--- src/rtl/alu_result_queue.sv ---
// ---------------------------------------------------------------------------
// alu_result_queue
//
// Downstream stage of the 5-bit ALU. Every ALU result is captured together
// with its opcode and its overflow/illegal flags into a DEPTH-entry FIFO.
// Entries are handed to a consumer that may stall. Three saturating event
// counters track overflow results, illegal results and dropped inputs.
//
// Handshake: a transfer happens on a rising edge when valid and ready are
// both 1 in that cycle. The producer side pushes on in_valid && in_ready.
// The consumer side pops on out_valid && out_ready. in_ready depends only on
// queue state (!full), so it is never a function of in_valid. out_valid and
// out_* come only from registered state (!empty and the head entry). There
// is no combinational path from any input to any output. Data on out_* holds
// stable while out_valid && !out_ready.
//
// Parameters
//   DEPTH  FIFO entries. Must be a power of two, >= 2.
//   CNT_W  width of each saturating event counter.
//
// Ports
//   clk, rst                   clock, synchronous active-high reset
//   in_valid / in_ready        producer handshake
//   in_opcode, in_result,
//   in_overflow, in_illegal    ALU output bundle
//   out_valid / out_ready      consumer handshake
//   out_opcode, out_result,
//   out_overflow, out_illegal  head entry
//   count                      entries held, 0..DEPTH
//   ovf_cnt, ill_cnt           accepted entries carrying each flag
//   drop_cnt                   cycles in which in_valid met a full queue
//   clr_cnt                    synchronous clear of the three counters
// ---------------------------------------------------------------------------
module alu_result_queue #(
    parameter int DEPTH = 4,
    parameter int CNT_W = 8
) (
    input  logic                       clk,
    input  logic                       rst,
    input  logic                       in_valid,
    output logic                       in_ready,
    input  logic [1:0]                 in_opcode,
    input  logic [4:0]                 in_result,
    input  logic                       in_overflow,
    input  logic                       in_illegal,
    output logic                       out_valid,
    input  logic                       out_ready,
    output logic [1:0]                 out_opcode,
    output logic [4:0]                 out_result,
    output logic                       out_overflow,
    output logic                       out_illegal,
    output logic [$clog2(DEPTH):0]     count,
    output logic [CNT_W-1:0]           ovf_cnt,
    output logic [CNT_W-1:0]           ill_cnt,
    output logic [CNT_W-1:0]           drop_cnt,
    input  logic                       clr_cnt
);

    localparam int AW = $clog2(DEPTH);
    localparam int CW = AW + 1;

    // Entry layout: {opcode[8:7], illegal[6], overflow[5], result[4:0]}
    logic [8:0]    mem [DEPTH];
    logic [AW-1:0] wr_ptr;
    logic [AW-1:0] rd_ptr;
    logic [CW-1:0] count_q;
    logic          full;
    logic          empty;
    logic          push;
    logic          pop;
    logic          drop;
    logic [8:0]    head;

    function automatic logic [CNT_W-1:0] sat_inc(input logic [CNT_W-1:0] v,
                                                 input logic            ev);
        if (ev && (v != {CNT_W{1'b1}})) begin
            return v + CNT_W'(1);
        end
        return v;
    endfunction

    assign full  = (count_q == CW'(DEPTH));
    assign empty = (count_q == '0);

    // in_ready stays low while full even if a pop happens the same cycle.
    assign in_ready  = !full;
    assign out_valid = !empty;

    assign push = in_valid && !full;
    assign pop  = out_ready && !empty;
    assign drop = in_valid && full;

    // Storage needs no reset: entries are only observed through out_valid.
    always_ff @(posedge clk) begin
        if (push) begin
            mem[wr_ptr] <= {in_opcode, in_illegal, in_overflow, in_result};
        end
    end

    // DEPTH is a power of two, so the pointers wrap by natural overflow.
    always_ff @(posedge clk) begin
        if (rst) begin
            wr_ptr  <= '0;
            rd_ptr  <= '0;
            count_q <= '0;
        end else begin
            if (push) begin
                wr_ptr <= wr_ptr + AW'(1);
            end
            if (pop) begin
                rd_ptr <= rd_ptr + AW'(1);
            end
            case ({push, pop})
                2'b10:   count_q <= count_q + CW'(1);
                2'b01:   count_q <= count_q - CW'(1);
                default: count_q <= count_q;
            endcase
        end
    end

    // Clear has priority over a same-cycle event: the event is lost.
    always_ff @(posedge clk) begin
        if (rst || clr_cnt) begin
            ovf_cnt  <= '0;
            ill_cnt  <= '0;
            drop_cnt <= '0;
        end else begin
            ovf_cnt  <= sat_inc(ovf_cnt,  push && in_overflow);
            ill_cnt  <= sat_inc(ill_cnt,  push && in_illegal);
            drop_cnt <= sat_inc(drop_cnt, drop);
        end
    end

    assign head         = mem[rd_ptr];
    assign out_opcode   = head[8:7];
    assign out_illegal  = head[6];
    assign out_overflow = head[5];
    assign out_result   = head[4:0];
    assign count        = count_q;

endmodule
--- config.mk ---
export PLATFORM = sky130hd
export DESIGN_NAME = alu_result_queue
export DESIGN_NICKNAME = d
export VERILOG_FILES = /design/src/rtl/alu_result_queue.sv
export SDC_FILE = /design/constraint.sdc
export NUM_CORES = 1
export LEC_CHECK = 0
export CAP_MARGIN = 20
export CORE_ASPECT_RATIO = 0.6
export CORE_MARGIN = 2
export CORE_UTILIZATION = 52
export DETAILED_ROUTE_END_ITERATION = 12
export GPL_TIMING_DRIVEN = 0
export PLACE_DENSITY = 0.89
export SLEW_MARGIN = 20
export SYNTH_ARGS = -nofsm -noshare
export SYNTH_HDL_FRONTEND = slang
export SYNTH_SLANG_ARGS = --single-unit
--- constraint.sdc ---
create_clock -name clk -period 3.2 [get_ports clk]
set_clock_uncertainty 0.1 [all_clocks]
set_input_delay 0.48 -clock clk [delete_from_list [all_inputs] [get_ports clk]]
set_output_delay 0.48 -clock clk [all_outputs]
set_load 0.02 [all_outputs]
==> results.md <==
- RSZ-0062 raised after global routing: no
- Gate Count Post-Synth: 235
- WHS Path Cells: 2
- Final Hold Viols: 0
- Tot Pwr: 0.002504 W
- Final antenna-violating net count: 0
- Async set-or-reset flop fraction in the synthesized netlist: 0
- Met3 usage: 0.07320
- Worst EP required: 3.37 ns
- Antenna diode count: 0
- Max_cap viols: 0
- Drt wl/cell: 17.05 µm
- Period minus WS final: 2.795 ns
- Hold Crit Class: reg2reg
- Num ports: 52
- Initial DRC Count: 172
- Syn_nets: 258
- Postcts setup bufs: 0
- Worst VDD drop: 0.0003285 V
- Seq/Total Area, Yosys: 0.5908
- Final wirelength: 6.327 mm
- DRC: 0
- Ys Warns: 0
- Worst Tran Pin Value: 0.6684 ns
- Post-CTS Hold Fix Bufs: 0
- Slew headroom: 0.5528
- Die area: 6307 µm²
- Lkg Pwr: 1.320 nW
- Final RePlAce weighted congestion: 0.8630
- Worst reg-to-reg path cell count: 10
- Longest Clk Path Bufs: 2
- Mapped cell area: 2948 µm²
- Worst Hold Launch: ill_cnt[5]
- Overall routing resource usage: 0.2192
- Die height: 62.32 µm
- Run status: completed
- Main synth FF type: edfxtp_1
- Slew Limit Fails: 0
- Setup TNS: 0 ns
- GR Layer Usage met1: 0.3113
- F_max: 0.3578 GHz
- R2R Path End: count[2]
- Initial Utilization: 0.5342
- Post-cts sizing count: 0
- Synth Area per Inst: 12.54 µm²
- HPWL Detailed: 4.489 mm
- Worst R2R Setup Slack: 0.41 ns
- Top post-synthesis cells by count: 36 x edfxtp_1, 33 x dfxtp_1, 20 x nor2_1, 12 x nand2_1, 12 x nand3_1
- Largest net degree at the start of global routing: 13
- Reg-to-reg startpoint: count[2]
- Yosys reg bits: 69
- Post-synth top area share: 0.3667
- Reg clk slew, reported paths: 0.07 ns
- Critical path endpoint category: register
- Via count: 2109
- Maximum fanout along the worst path: 8
- Worst Hold Path EP: ill_cnt[5]
- GR Util met2: 0.3146
- Pwr per Cell Area: 667.2 nW/µm²
- Inserted Clock Buffers: 9
- Via density: 5.685
- CTS root buffer: clkbuf_8
- Total gr overflow: 0
- Worst setup path category: reg2reg
- Global-route wire length before repair: 10.45 mm
- Multi-input combinational cell area: 1146 µm²
- P&R area growth vs syn: 27.29%
- Critical path startpoint category: register
- Number of fill cells: 376
- Net count, final: 320
- Post-Route Utilization: 0.6800
- Number of global-route vias before repair: 2105
- Dominant cells by area after synthesis: edfxtp_1 37%, dfxtp_1 22%, mux4_2 6.9%
- Final setup fails: 0
- Clock latency on the worst-skew pair: 0.34 ns
- Core area: 5518 µm²
- Initial antenna violation count: 0
- Die X: 101.2 µm
- Site row count: 21
- Clock sink count: 69
- Yosys top cell by area: edfxtp_1
- Most common cell in the netlist: edfxtp_1
- Reg area: 1742 µm²
- Grt peak-use layer: met2
- Cell variety after synth: 43
- CTS tree: built
- Buffers added on ports: 51
- Critical Path AT: 2.97 ns
- Post-synth EDFFs: 36
- H-tree levels: 3
- Initial DRT Pass Iterations: 4
- Final period util: 0.8733
- Layout cells sized above 1: 0.09272
state kept, by name (all words and copies together), names as in the netlist, named ones only:
name	flops
count	3
drop_cnt	8
ill_cnt	8
mem	36
ovf_cnt	8
rd_ptr	2
wr_ptr	2
critical path, cell delays in order, from the launching register on:
cell and delay, ns:
dfxtp_1 0.44, nor3b_2 0.52, inv_4 0.12, and2_1 0.23
inv_1 0.07, ha_1 0.18, inv_1 0.06, fa_1 0.38
xor2_1 0.16, or3_1 0.31, a21oi_1 0.14
worst max-delay path by stage:
stage          startpoint       end  slack, ns  depth (start not counted)
2_1_floorplan    count[2]  count[2]       0.59                         10
3_3_place_gp     in_valid  count[2]       0.40                          9
3_5_place_dp     in_valid  count[2]       0.34                          9
4_1_cts          count[2]  count[2]       0.42                         10
5_1_grt          count[2]  count[2]       0.25                         10
6_report         count[2]  count[2]       0.41                         10
layout by cell type, fill, tap and decap left out, drive strengths merged, types with 3 or more instances in the layout:
cell type      instances
nand4                  7
clkbuf                14
inv                   10
dfxtp                 33
nor2                  20
ha                     8
mux4                   9
o21ai                  6
edfxtp                36
a21oi                 10
o31ai                  3
clkdlybuf4s50         51
xnor2                  3
nor4                   4
and2                   3
nand2                 12
xor2                   6
and3                   9
nand3                 13
mux2i                  7
or3                    8
per-stage QoR:
step | cell area (µm²) | hold slack (ns) | setup slack, ns | std cells
detailed placement | 3545 | 0.3922 | 0.3398 | 355
global route | 3752 | 0.4342 | 0.2520 | 371
CTS | 3752 | 0.4031 | 0.4229 | 371
finish | 3752 | 0.4027 | 0.4053 | 371
global placement | 3545 | 0.3779 | 0.3985 | 355
floorplan | 2948 | 0.3847 | 0.5921 | 235
metal layers:
metal | wire length (µm) | vias up
li1 | - | 1016
met1 | 2990 | 1017
met2 | 2885 | 67
met3 | 360 | 9
met4 | 91 | 0
met5 | 0 | -
cell families (layout without fill, tap and decap cells):
kind of cell             count (synthesis)  count (layout)  synth area share
multiplexers                            16              16           0.09253
buffers and inverters                   15              82           0.02037
AO/OA/AOI/OAI                           31              31           0.06919
XOR/XNOR                                 9               9           0.02674
adder cells (fa/ha/maj)                  9               9           0.04075
AND/OR/NAND/NOR                         86              86            0.1596
flip-flops                              69              69            0.5908
where the power goes:
part           leakage [nW]  switching (W)  total [W]  internal (W)
clock                 0.101       0.000312   0.000747      0.000435
sequential            0.598      0.0000571    0.00108       0.00102
combinational         0.621       0.000351   0.000679      0.000328
final cells by class:
type | instances | area share
Inverter | 10 | 0.01067
Buffer | 5 | 0.005335
Tap cell | 69 | 0.02301
Clock inverter | 5 | 0.02034
Sequential cell | 69 | 0.4642
Multi-Input combinational cell | 151 | 0.3054
Timing Repair Buffer | 51 | 0.1360
Clock buffer | 11 | 0.03501
Note: power is estimated with default switching activity, not from simulation.
